File: src/rtl/blk_mem_arbiter.sv
// Block-memory arbiter: shares one wide main-memory block port between the
// I-cache and D-cache refill/writeback paths. One transfer at a time, round-robin
// on contention, pipeline FREEZE while anything is pending, and a per-transfer
// watchdog that aborts a transfer the memory never acknowledges.
module blk_mem_arbiter #(
    parameter int unsigned TIMEOUT = 64,
    parameter int unsigned BLK_W   = 256
) (
    input  logic             CLK,
    input  logic             RESET,

    // I-side requester
    input  logic             i_req,
    input  logic             i_we,
    input  logic [31:0]      i_addr,
    input  logic [BLK_W-1:0] i_wdata,
    output logic             i_done,
    output logic [BLK_W-1:0] i_rdata,

    // D-side requester
    input  logic             d_req,
    input  logic             d_we,
    input  logic [31:0]      d_addr,
    input  logic [BLK_W-1:0] d_wdata,
    output logic             d_done,
    output logic [BLK_W-1:0] d_rdata,

    // Main-memory block port
    output logic             mem_req,
    output logic             mem_we,
    output logic [31:0]      mem_addr,
    output logic [BLK_W-1:0] mem_wdata,
    input  logic             mem_ack,
    input  logic [BLK_W-1:0] mem_rdata,

    output logic             FREEZE,
    output logic             timeout_err
);

    // Watchdog counter only needs to reach TIMEOUT-1
    localparam int unsigned WdCntW = (TIMEOUT > 1) ? $clog2(TIMEOUT) : 1;

    localparam logic SideI = 1'b0;
    localparam logic SideD = 1'b1;

    typedef enum logic [1:0] {
        StIdle  = 2'd0,
        StIssue = 2'd1,
        StResp  = 2'd2
    } state_e;

    state_e              r_state;
    logic                r_sel;        // side owning the current transfer
    logic                r_last;       // side granted most recently
    logic [WdCntW-1:0]   r_wd_cnt;
    logic                r_mem_req;
    logic                r_mem_we;
    logic [31:0]         r_mem_addr;
    logic [BLK_W-1:0]    r_mem_wdata;
    logic                r_i_done;
    logic                r_d_done;
    logic [BLK_W-1:0]    r_i_rdata;
    logic [BLK_W-1:0]    r_d_rdata;
    logic                r_timeout_err;

    logic                w_req_any;
    logic                w_grant_d;
    logic                w_sel_we;
    logic [31:0]         w_sel_addr;
    logic [BLK_W-1:0]    w_sel_wdata;
    logic                w_wd_expired;

    // Arbitration: a lone requester wins; on a tie the side not granted last wins
    assign w_req_any   = i_req | d_req;
    assign w_grant_d   = d_req & (~i_req | (r_last == SideI));
    assign w_sel_we    = w_grant_d ? d_we    : i_we;
    assign w_sel_addr  = w_grant_d ? d_addr  : i_addr;
    assign w_sel_wdata = w_grant_d ? d_wdata : i_wdata;

    assign w_wd_expired = (r_wd_cnt == WdCntW'(TIMEOUT - 1));

    // Transfer sequencer; all outputs except FREEZE are registered here
    always_ff @(posedge CLK or negedge RESET) begin
        if (!RESET) begin
            r_state       <= StIdle;
            r_sel         <= SideI;
            r_last        <= SideI;
            r_wd_cnt      <= '0;
            r_mem_req     <= 1'b0;
            r_mem_we      <= 1'b0;
            r_mem_addr    <= '0;
            r_mem_wdata   <= '0;
            r_i_done      <= 1'b0;
            r_d_done      <= 1'b0;
            r_i_rdata     <= '0;
            r_d_rdata     <= '0;
            r_timeout_err <= 1'b0;
        end else begin
            // done is a single-cycle pulse, raised only on entry to StResp
            r_i_done <= 1'b0;
            r_d_done <= 1'b0;

            unique case (r_state)
                StIdle: begin
                    if (w_req_any) begin
                        r_sel       <= w_grant_d;
                        r_last      <= w_grant_d;
                        r_mem_we    <= w_sel_we;
                        r_mem_addr  <= w_sel_addr;
                        r_mem_wdata <= w_sel_wdata;
                        r_mem_req   <= 1'b1;
                        r_wd_cnt    <= '0;
                        r_state     <= StIssue;
                    end
                end

                StIssue: begin
                    if (mem_ack) begin
                        if (!r_mem_we) begin
                            if (r_sel == SideD) begin
                                r_d_rdata <= mem_rdata;
                            end else begin
                                r_i_rdata <= mem_rdata;
                            end
                        end
                        r_mem_req <= 1'b0;
                        r_wd_cnt  <= '0;
                        r_i_done  <= (r_sel == SideI);
                        r_d_done  <= (r_sel == SideD);
                        r_state   <= StResp;
                    end else if (w_wd_expired) begin
                        // Abort: reads return zeros so the requester never sees stale data
                        r_timeout_err <= 1'b1;
                        if (!r_mem_we) begin
                            if (r_sel == SideD) begin
                                r_d_rdata <= '0;
                            end else begin
                                r_i_rdata <= '0;
                            end
                        end
                        r_mem_req <= 1'b0;
                        r_wd_cnt  <= '0;
                        r_i_done  <= (r_sel == SideI);
                        r_d_done  <= (r_sel == SideD);
                        r_state   <= StResp;
                    end else begin
                        r_wd_cnt <= r_wd_cnt + WdCntW'(1);
                    end
                end

                StResp: begin
                    // No arbitration here: the finished requester drops req next cycle
                    r_wd_cnt <= '0;
                    r_state  <= StIdle;
                end

                default: begin
                    r_mem_req <= 1'b0;
                    r_state   <= StIdle;
                end
            endcase
        end
    end

    // Stall the pipeline while any request is outstanding or a transfer is in flight
    assign FREEZE = i_req | d_req | (r_state != StIdle);

    assign mem_req     = r_mem_req;
    assign mem_we      = r_mem_we;
    assign mem_addr    = r_mem_addr;
    assign mem_wdata   = r_mem_wdata;
    assign i_done      = r_i_done;
    assign d_done      = r_d_done;
    assign i_rdata     = r_i_rdata;
    assign d_rdata     = r_d_rdata;
    assign timeout_err = r_timeout_err;

endmodule

File: config.mk
export PLATFORM = sky130hd
export DESIGN_NAME = blk_mem_arbiter
export DESIGN_NICKNAME = d
export VERILOG_FILES = /design/src/rtl/blk_mem_arbiter.sv
export SDC_FILE = /design/constraint.sdc
export NUM_CORES = 1
export LEC_CHECK = 0
export ABC_AREA = 1
export BUFFER_PORTS_ARGS = -buffer_cell sky130_fd_sc_hd__clkbuf_2
export CAP_MARGIN = 25
export CELL_PAD_IN_SITES_DETAIL_PLACEMENT = 0
export CELL_PAD_IN_SITES_GLOBAL_PLACEMENT = 1
export CORE_AREA = 2 2 634 636
export DETAILED_ROUTE_END_ITERATION = 8
export DIE_AREA = 0 0 636 638
export GPL_TIMING_DRIVEN = 1
export PLACE_DENSITY_LB_ADDON = 0.1
export SLEW_MARGIN = 10
export SYNTH_ARGS = -nofsm -noshare
export SYNTH_HDL_FRONTEND = slang
export SYNTH_SLANG_ARGS = --single-unit
File: constraint.sdc
create_clock -name CLK -period 2.3 [get_ports CLK]
set_clock_uncertainty 0.05 [all_clocks]
set_input_delay 0.46 -clock CLK [delete_from_list [all_inputs] [get_ports CLK]]
set_output_delay 0.46 -clock CLK [all_outputs]
set_load 0.01 [all_outputs]
==> results of run 1 <==
## registers in the layout, indices dropped and copies added, names as in the netlist
register	cells
d_rdata	256
mem_req	1
mem_addr	32
r_state	2
timeout_err	1
d_done	1
i_rdata	256
r_last	1
r_wd_cnt	6
mem_we	1
i_done	1
mem_wdata	256
## placed cells by master, fill, tap and decap left out, types with 8 or more instances in the layout
master | synthesis | final
sky130_fd_sc_hd__dfrtp_2 | 0 | 8
sky130_fd_sc_hd__buf_4 | 41 | 193
sky130_fd_sc_hd__diode_2 | 0 | 64
sky130_fd_sc_hd__clkbuf_1 | 142 | 39
sky130_fd_sc_hd__dfrtp_1 | 814 | 806
sky130_fd_sc_hd__nand3_1 | 519 | 519
sky130_fd_sc_hd__clkbuf_2 | 0 | 1641
sky130_fd_sc_hd__buf_12 | 0 | 95
sky130_fd_sc_hd__clkbuf_8 | 0 | 19
sky130_fd_sc_hd__clkbuf_16 | 0 | 143
sky130_fd_sc_hd__o21ai_0 | 579 | 579
sky130_fd_sc_hd__inv_1 | 265 | 264
sky130_fd_sc_hd__nor2_1 | 298 | 297
sky130_fd_sc_hd__dlygate4sd3_1 | 0 | 794
sky130_fd_sc_hd__nand2_1 | 1595 | 1590
## power by group
| group | internal, mW | total [mW] | switching (mW) | leakage, nW |
|---|---|---|---|---|
| logic | 12.9 | 37.5 | 24.6 | 21.2 |
| registers | 21.2 | 26.3 | 5.04 | 10.4 |
| clock network | 12.3 | 20.9 | 8.64 | 2.06 |
| total | 46.4 | 84.7 | 38.3 | 33.6 |
## area by class of cell
class | count | share of cell area [%]
clock inverter | 21 | 0.4695
sequential | 814 | 31.34
clock buffer | 199 | 6.053
multi-input combinational | 3011 | 19.75
antenna | 64 | 0.2463
timing repair buffer | 2738 | 30.42
timing repair inverter | 1 | 0.01347
inverter | 266 | 1.574
tap | 5265 | 10.13
## through the flow
step                power, mW  setup TNS, ns  util (%)
finish                  84.71              0     16.32
global placement        64.05        -0.1094     13.16
detailed placement      63.99        -0.1033     13.16
global route            90.85        -0.2800     16.31
floorplan               39.20              0         -
CTS                     87.67       -0.05552     16.23
## worst max path at each step
| stage | start | end | slack, ns |
|---|---|---|---|
| after floorplan | r_wd_cnt[0] | i_rdata[215] | 0.60 |
| after global placement | r_wd_cnt[0] | d_rdata[2] | -0.11 |
| after detailed placement | r_wd_cnt[0] | d_rdata[2] | -0.09 |
| after CTS | r_state[1] | FREEZE | -0.06 |
| after global routing | r_state[1] | mem_wdata[90] | -0.04 |
| final | r_state[1] | mem_wdata[85] | 0.04 |
## cells by family (layout without fill, tap and decap cells)
family,count (synthesis),in the layout,synth area share (%)
compound gates,586,586,8.222
xor+xnor,2,2,0.04905
fa+ha+maj,1,1,0.03503
buf+inv,590,3225,7.262
flops,814,814,57.03
other cells,0,64,0
simple gates,2422,2422,27.40
## worst reg2reg max path: stages, from the launching register on
cell                            delay (ns)
sky130_fd_sc_hd__dfrtp_1              0.40
sky130_fd_sc_hd__nor2_2               0.13
sky130_fd_sc_hd__buf_6                0.13
sky130_fd_sc_hd__buf_4                0.14
sky130_fd_sc_hd__nand2_8              0.09
sky130_fd_sc_hd__buf_12               0.18
sky130_fd_sc_hd__buf_12               0.21
sky130_fd_sc_hd__nand2_1              0.18
sky130_fd_sc_hd__o21ai_0              0.08
sky130_fd_sc_hd__dlygate4sd3_1        0.56
## routing by layer
layer,share of wire (%),vias to the layer above
met3,6.3,371
met4,3.3,76
met5,0.16,-
met2,53,1220
li1,-,19220
met1,37,19640
## repair_timing
| action | in CTS | in global routing |
|---|---|---|
| hold buffers | 794 | 0 |
| resized for setup | 11 | 18 |
| buffers inserted | 2 | 7 |
| endpoints found under the setup margin | 9 | 114 |
| pin swaps | 0 | 4 |
| hold endpoints to repair | 1027 | 0 |
| gates cloned | 0 | 3 |
==> metrics.txt, run 1 <==
# TYPE chip_impl_metric gauge
chip_impl_info{name="synthTopCellsByCount",value="sky130_fd_sc_hd__nand2_1, sky130_fd_sc_hd__dfrtp_1, sky130_fd_sc_hd__o21ai_0"} 1
chip_impl_metric{name="antenna_violations_before_repair",unit=""} 123
chip_impl_metric{name="tightestPinTransition",unit="ns"} 0.8189
chip_impl_metric{name="final.setup.worst_slack",unit="ns"} 0.04416
chip_impl_metric{name="cts-buffers-inserted",unit=""} 138
chip_impl_metric{name="synth-seq-cells",unit=""} 814
chip_impl_info{name="crit_chain",value="nor2_2, buf_6, buf_4, nand2_8, buf_12, buf_12, nand2_1, o21ai_0, dlygate4sd3_1"} 1
chip_impl_info{name="top_cells_by_area_synth",value="sky130_fd_sc_hd__dfrtp_1, sky130_fd_sc_hd__nand2_1, sky130_fd_sc_hd__o21ai_0, sky130_fd_sc_hd__nand3_1, sky130_fd_sc_hd__nor2_1"} 1
chip_impl_info{name="critical_path_class",value="reg -> reg"} 1
chip_impl_info{name="synth_area_leader_cell",value="sky130_fd_sc_hd__dfrtp_1"} 1
chip_impl_metric{name="clk_path_buf_depth",unit=""} 4
chip_impl_metric{name="path_buf_inv",unit=""} 5
chip_impl_metric{name="relSlewSlack",unit="%"} 44.83
chip_impl_metric{name="grt_overflow_total",unit=""} 0
chip_impl_metric{name="grt_util_met2",unit="%"} 26.48
chip_impl_metric{name="number_of_global_route_vias_before_repair",unit=""} 43780
chip_impl_metric{name="die_h",unit="µm"} 638
chip_impl_metric{name="setup-violations-final",unit=""} 0
chip_impl_metric{name="effective_utilization_at_floorplan",unit="%"} 8.961
chip_impl_metric{name="first_pass_grt_wire_length",unit="µm"} 391000
chip_impl_metric{name="drtPass1Iterations",unit=""} 5
chip_impl_metric{name="fin_area",unit="µm²"} 65030
chip_impl_metric{name="timing.fmax",unit="GHz"} 0.4433
chip_impl_info{name="outcome",value="complete, no violations"} 1
chip_impl_info{name="startpoint_type",value="flip-flop"} 1
chip_impl_metric{name="die_area",unit="µm²"} 405800
chip_impl_info{name="critPathTopFamily",value="buffers and inverters"} 1
chip_impl_metric{name="syn_area_per_cell",unit="µm²"} 8.090
chip_impl_metric{name="dr_total_vias",unit=""} 40520
chip_impl_info{name="timing.critical_path.mode_cell",value="sky130_fd_sc_hd__buf_12"} 1
chip_impl_metric{name="postSynthCellCount",unit=""} 4415
chip_impl_metric{name="ctsHtreeMaxLevel",unit=""} 4
chip_impl_info{name="clock-root-buffer",value="sky130_fd_sc_hd__clkbuf_16"} 1
chip_impl_metric{name="worstPathMaxFanout",unit=""} 48
chip_impl_info{name="top_ff_cell_synth",value="sky130_fd_sc_hd__dfrtp_1"} 1
chip_impl_metric{name="layout.area.seq",unit="µm²"} 20380
chip_impl_metric{name="clk_latency",unit="ns"} 0.79
chip_impl_info{name="grt_setup_unrepaired",value="true"} 1
chip_impl_metric{name="die_span_in_x",unit="µm"} 636
chip_impl_info{name="min_to",value="d_rdata[9]"} 1
chip_impl_metric{name="synth.yosys.seq_area_share",unit="%"} 57.03
chip_impl_metric{name="avgRoutedWirePerCell",unit="µm"} 23.67
chip_impl_metric{name="r2r_slack",unit="ns"} 0.04
chip_impl_info{name="start_point_of_the_worst_min_delay_path",value="mem_rdata[9]"} 1
chip_impl_metric{name="cp.arrival",unit="ns"} 2.88
chip_impl_metric{name="synth.cell_area",unit="µm²"} 35720
chip_impl_info{name="yosysMostFrequentCell",value="sky130_fd_sc_hd__nand2_1"} 1
chip_impl_metric{name="globalRouteMet3Util",unit="%"} 3.976
chip_impl_metric{name="areaGrowthSynthToFinish",unit="%"} 82.08
chip_impl_metric{name="placed_cell_area",unit="µm²"} 52450
chip_impl_info{name="crit_path_end_kind",value="flip-flop"} 1
chip_impl_metric{name="critical_path_depth",unit=""} 9
chip_impl_metric{name="finalHoldWorstSlack",unit="ns"} 0.06747
chip_impl_metric{name="grt_max_degree",unit=""} 97
chip_impl_info{name="globalRoute.busiestLayer",value="met2"} 1
chip_impl_metric{name="met1_usage",unit="%"} 14.57
chip_impl_metric{name="detailed_place_hpwl",unit="µm"} 231600
chip_impl_metric{name="irDropWorstVdd",unit="µV"} 505.2
chip_impl_metric{name="finalHoldViolations",unit=""} 0
chip_impl_info{name="slowest_stage",value="sky130_fd_sc_hd__dlygate4sd3_1"} 1
chip_impl_metric{name="cp_data_required_time",unit="ns"} 2.92
chip_impl_metric{name="clk_pin_slew",unit="ns"} 0.05
chip_impl_metric{name="final-instance-count-excl-fill",unit=""} 12380
chip_impl_metric{name="viasPerCell",unit=""} 3.273
chip_impl_metric{name="power_density",unit="nW/µm²"} 1303
chip_impl_metric{name="cts.sinks",unit=""} 814
chip_impl_metric{name="final_net_count",unit=""} 7810
chip_impl_metric{name="min_delay_path_depth",unit=""} 5
chip_impl_info{name="critical_path.reg2reg.endpoint",value="mem_wdata[85]"} 1
chip_impl_metric{name="gp_congestion",unit=""} 0.8114
chip_impl_metric{name="r2r_cells",unit=""} 9
chip_impl_metric{name="maxCapViolations",unit=""} 0
chip_impl_metric{name="power.leakage",unit="nW"} 33.64
chip_impl_metric{name="yosysTopAreaCellShare",unit="%"} 57.03
chip_impl_metric{name="synth.distinct_cells",unit=""} 25
chip_impl_metric{name="floorplan.rows",unit=""} 232
chip_impl_metric{name="wl",unit="µm"} 293000
chip_impl_metric{name="multi_input_area",unit="µm²"} 12840
chip_impl_metric{name="synth_nets",unit=""} 5255
chip_impl_metric{name="timing.critical_path.slowest_cell_delay",unit="ns"} 0.55
chip_impl_metric{name="io_pins",unit=""} 1645
chip_impl_metric{name="drive_gt1_share",unit="%"} 30.51
chip_impl_metric{name="drtIter0Drc",unit=""} 1750
chip_impl_metric{name="filler_cell_count",unit=""} 45910
chip_impl_metric{name="share_of_flip_flops_with_an_asynchronous_set_or_reset_after_synthesis",unit="%"} 100.0
chip_impl_metric{name="place.detailed.instances",unit=""} 11290
chip_impl_metric{name="final_max_slew_viol_count",unit=""} 0
chip_impl_metric{name="dpl_worst_slack",unit="ns"} -0.09352
chip_impl_metric{name="coreArea",unit="µm²"} 398600
chip_impl_metric{name="groute.usage.overall",unit="%"} 13.88
chip_impl_metric{name="finalCritPeriodShare",unit="%"} 98.08
chip_impl_info{name="clock_tree_from_tritoncts",value="built"} 1
chip_impl_metric{name="number_of_enable_flip_flop_cells_after_synthesis",unit=""} 0
chip_impl_metric{name="antenna_violating_nets_post_route",unit=""} 0
chip_impl_metric{name="drcViolationCount",unit=""} 0
chip_impl_metric{name="synth.yosys.warnings",unit=""} 0
chip_impl_info{name="hp-class",value="in -> reg"} 1
chip_impl_metric{name="post-route-min-period",unit="ns"} 2.256
chip_impl_info{name="critical_path.reg2reg.startpoint",value="r_state[1]"} 1
chip_impl_metric{name="io_buffers",unit=""} 1644
Power figures use the tool's default switching activity.
==> run 2, diff against run 1 <==
==> constraint.sdc (replaced) <==
create_clock -name CLK -period 2.3 [get_ports CLK]
set_clock_uncertainty 0.05 [all_clocks]
set_input_delay 0.46 -clock CLK [delete_from_list [all_inputs] [get_ports CLK]]
set_output_delay 0.46 -clock CLK [all_outputs]
set_load 0.005 [all_outputs]
==> metrics.txt, run 2 (synthesis gave the netlist of run 1 again) <==
# TYPE chip_impl_metric gauge
chip_impl_metric{name="number_of_global_route_vias_before_repair",unit=""} 43780
chip_impl_metric{name="die_h",unit="µm"} 638
chip_impl_metric{name="io_buffers",unit=""} 1644
chip_impl_metric{name="cp_data_required_time",unit="ns"} 2.92
chip_impl_metric{name="cts-buffers-inserted",unit=""} 138
chip_impl_metric{name="clk_path_buf_depth",unit=""} 4
chip_impl_metric{name="grt_util_met2",unit="%"} 26.48
chip_impl_metric{name="irDropWorstVdd",unit="µV"} 505.1
chip_impl_metric{name="die_span_in_x",unit="µm"} 636
chip_impl_metric{name="final.setup.worst_slack",unit="ns"} 0.04533
chip_impl_metric{name="p_int",unit="mW"} 46.40
chip_impl_info{name="hp-class",value="in -> reg"} 1
chip_impl_metric{name="detailed_place_hpwl",unit="µm"} 231600
chip_impl_metric{name="power.leakage",unit="nW"} 33.64
chip_impl_metric{name="p_sw",unit="mW"} 35.67
chip_impl_info{name="most_frequent_cells_in_the_layout",value="sky130_fd_sc_hd__clkbuf_2, sky130_fd_sc_hd__nand2_1, sky130_fd_sc_hd__dfrtp_1"} 1
chip_impl_metric{name="gp_congestion",unit=""} 0.8114
chip_impl_metric{name="power_density",unit="nW/µm²"} 1262
chip_impl_metric{name="groute.usage.overall",unit="%"} 13.88
chip_impl_metric{name="placed_cell_area",unit="µm²"} 52450
chip_impl_metric{name="io_pins",unit=""} 1645
chip_impl_metric{name="coreArea",unit="µm²"} 398600
chip_impl_metric{name="drive_gt1_share",unit="%"} 30.50
chip_impl_metric{name="setup-violations-final",unit=""} 0
chip_impl_metric{name="power.sequential.fraction",unit="%"} 32.0
chip_impl_metric{name="wl",unit="µm"} 293000
chip_impl_metric{name="areaGrowthSynthToFinish",unit="%"} 82.07
chip_impl_metric{name="globalRouteMet3Util",unit="%"} 3.976
chip_impl_metric{name="finalCritPeriodShare",unit="%"} 98.03
chip_impl_metric{name="drtIter0Drc",unit=""} 1745
chip_impl_metric{name="viasPerCell",unit=""} 3.274
chip_impl_metric{name="antenna_violating_nets_post_route",unit=""} 0
chip_impl_metric{name="dr_total_vias",unit=""} 40530
chip_impl_metric{name="clk_pin_slew",unit="ns"} 0.05
chip_impl_metric{name="maxCapViolations",unit=""} 0
chip_impl_metric{name="final-instance-count-excl-fill",unit=""} 12380
chip_impl_metric{name="clk_latency",unit="ns"} 0.79
chip_impl_info{name="globalRoute.busiestLayer",value="met2"} 1
chip_impl_metric{name="grt_max_degree",unit=""} 97
chip_impl_metric{name="relSlewSlack",unit="%"} 45.61
chip_impl_metric{name="p_clk_share",unit="%"} 25.5
chip_impl_info{name="startpoint_type",value="flip-flop"} 1
chip_impl_info{name="mostFrequentLayoutCell",value="sky130_fd_sc_hd__clkbuf_2"} 1
chip_impl_metric{name="effective_utilization_at_floorplan",unit="%"} 8.961
chip_impl_metric{name="totalPowerFinal",unit="mW"} 82.07
chip_impl_metric{name="cp.arrival",unit="ns"} 2.87
chip_impl_metric{name="first_pass_grt_wire_length",unit="µm"} 391000
chip_impl_metric{name="drcViolationCount",unit=""} 0
chip_impl_metric{name="ctsHtreeMaxLevel",unit=""} 4
chip_impl_metric{name="cts.sinks",unit=""} 814
chip_impl_metric{name="final_net_count",unit=""} 7810
chip_impl_metric{name="dpl_worst_slack",unit="ns"} -0.09352
chip_impl_metric{name="floorplan.rows",unit=""} 232
chip_impl_info{name="grt_setup_unrepaired",value="true"} 1
chip_impl_metric{name="finalHoldViolations",unit=""} 0
chip_impl_info{name="crit_path_end_kind",value="flip-flop"} 1
chip_impl_metric{name="power_frac_comb",unit="%"} 42.5
chip_impl_info{name="outcome",value="complete, no violations"} 1
chip_impl_info{name="clock_tree_from_tritoncts",value="built"} 1
chip_impl_metric{name="antenna_violations_before_repair",unit=""} 123
chip_impl_metric{name="drtPass1Iterations",unit=""} 5
chip_impl_metric{name="fin_area",unit="µm²"} 65030
chip_impl_info{name="critical_path_class",value="reg -> reg"} 1
chip_impl_metric{name="timing.fmax",unit="GHz"} 0.4435
chip_impl_metric{name="place.detailed.instances",unit=""} 11290
chip_impl_info{name="clock-root-buffer",value="sky130_fd_sc_hd__clkbuf_16"} 1
chip_impl_metric{name="tightestPinTransition",unit="ns"} 0.8074
chip_impl_metric{name="final_max_slew_viol_count",unit=""} 0
chip_impl_metric{name="avgRoutedWirePerCell",unit="µm"} 23.67
chip_impl_metric{name="worstPathMaxFanout",unit=""} 48
chip_impl_metric{name="met1_usage",unit="%"} 14.57
chip_impl_metric{name="post-route-min-period",unit="ns"} 2.255
chip_impl_metric{name="grt_overflow_total",unit=""} 0
chip_impl_metric{name="sw_share",unit="%"} 43.46
chip_impl_metric{name="die_area",unit="µm²"} 405800
==> run 2: cell types whose count changed in the layout (fill, tap and decap cells not counted) <==
cell                      delta
sky130_fd_sc_hd__dfrtp_1     +1
sky130_fd_sc_hd__dfrtp_2     -1
==> run 2: routing by layer <==
layer	part of all wire, %	vias up
li1	-	19220
met3	6.3	368
met1	37	19630
met5	0.16	-
met2	53	1233
met4	3.3	76
==> run 2: final timing paths <==
| path | start | to | slack (ns) | cells after the start |
|---|---|---|---|---|
| min | mem_rdata[9] | d_rdata[9] | 0.07 | 5 |
| max in group asynchronous | RESET | mem_wdata[252] | 0.96 | 3 |
| min in group asynchronous | RESET | d_rdata[192] | 0.55 | 3 |
| min reg2reg | i_rdata[178] | i_rdata[178] | 0.41 | 2 |
| max reg2reg | r_state[1] | mem_wdata[85] | 0.05 | 9 |
| max | r_state[1] | mem_wdata[85] | 0.05 | 9 |
==> run 2: cell type report <==
cell class                 instances  area, µm²
inverter                         266       1023
clock inverter                    21      305.3
clock buffer                     199       3936
fill                           45910     333500
antenna                           64      160.2
timing repair inverter             1      8.758
sequential                       814      20380
timing repair buffer            2738      19780
multi-input combinational       3011      12840
tap                             5265       6588
==> run 2: critical path, cell delays in order, from the launching register on <==
cell and delay, ns:
sky130_fd_sc_hd__dfrtp_1 0.40, sky130_fd_sc_hd__nor2_2 0.13, sky130_fd_sc_hd__buf_6 0.13, sky130_fd_sc_hd__buf_4 0.13, sky130_fd_sc_hd__nand2_8 0.09, sky130_fd_sc_hd__buf_12 0.17
sky130_fd_sc_hd__buf_12 0.18, sky130_fd_sc_hd__nand2_1 0.10, sky130_fd_sc_hd__o21ai_0 0.08, sky130_fd_sc_hd__dlygate4sd3_1 0.55
==> run 2: what timing repair did <==
action                      CTS  global route
setup endpoints to repair     8           114
hold endpoints to repair   1027             0
pin swaps                     0             4
hold buffers                794             0
cloned                        0             3
setup buffers                 2             7
gates resized for setup      10            18
==> run 2: metrics by stage <==
step	util, %	hold WS, ns	TNS [ns]
2_1_floorplan	-	0.1144	0
3_3_place_gp	13.16	0.4069	-0.1094
3_5_place_dp	13.16	0.4078	-0.1033
4_1_cts	16.23	0.002871	-0.05082
5_1_grt	16.31	0.03795	-0.2762
6_report	16.32	0.06751	0
==> run 2: power groups by stage <==
stage	sequential [mW]	combinational, mW	clock, mW
5_1_grt	27.2	38.5	22.5
3_3_place_gp	26.7	34.7	0
6_report	26.3	34.9	20.9
3_5_place_dp	26.7	34.6	0
4_1_cts	26.6	36.4	22.1
2_1_floorplan	25.4	11.2	0
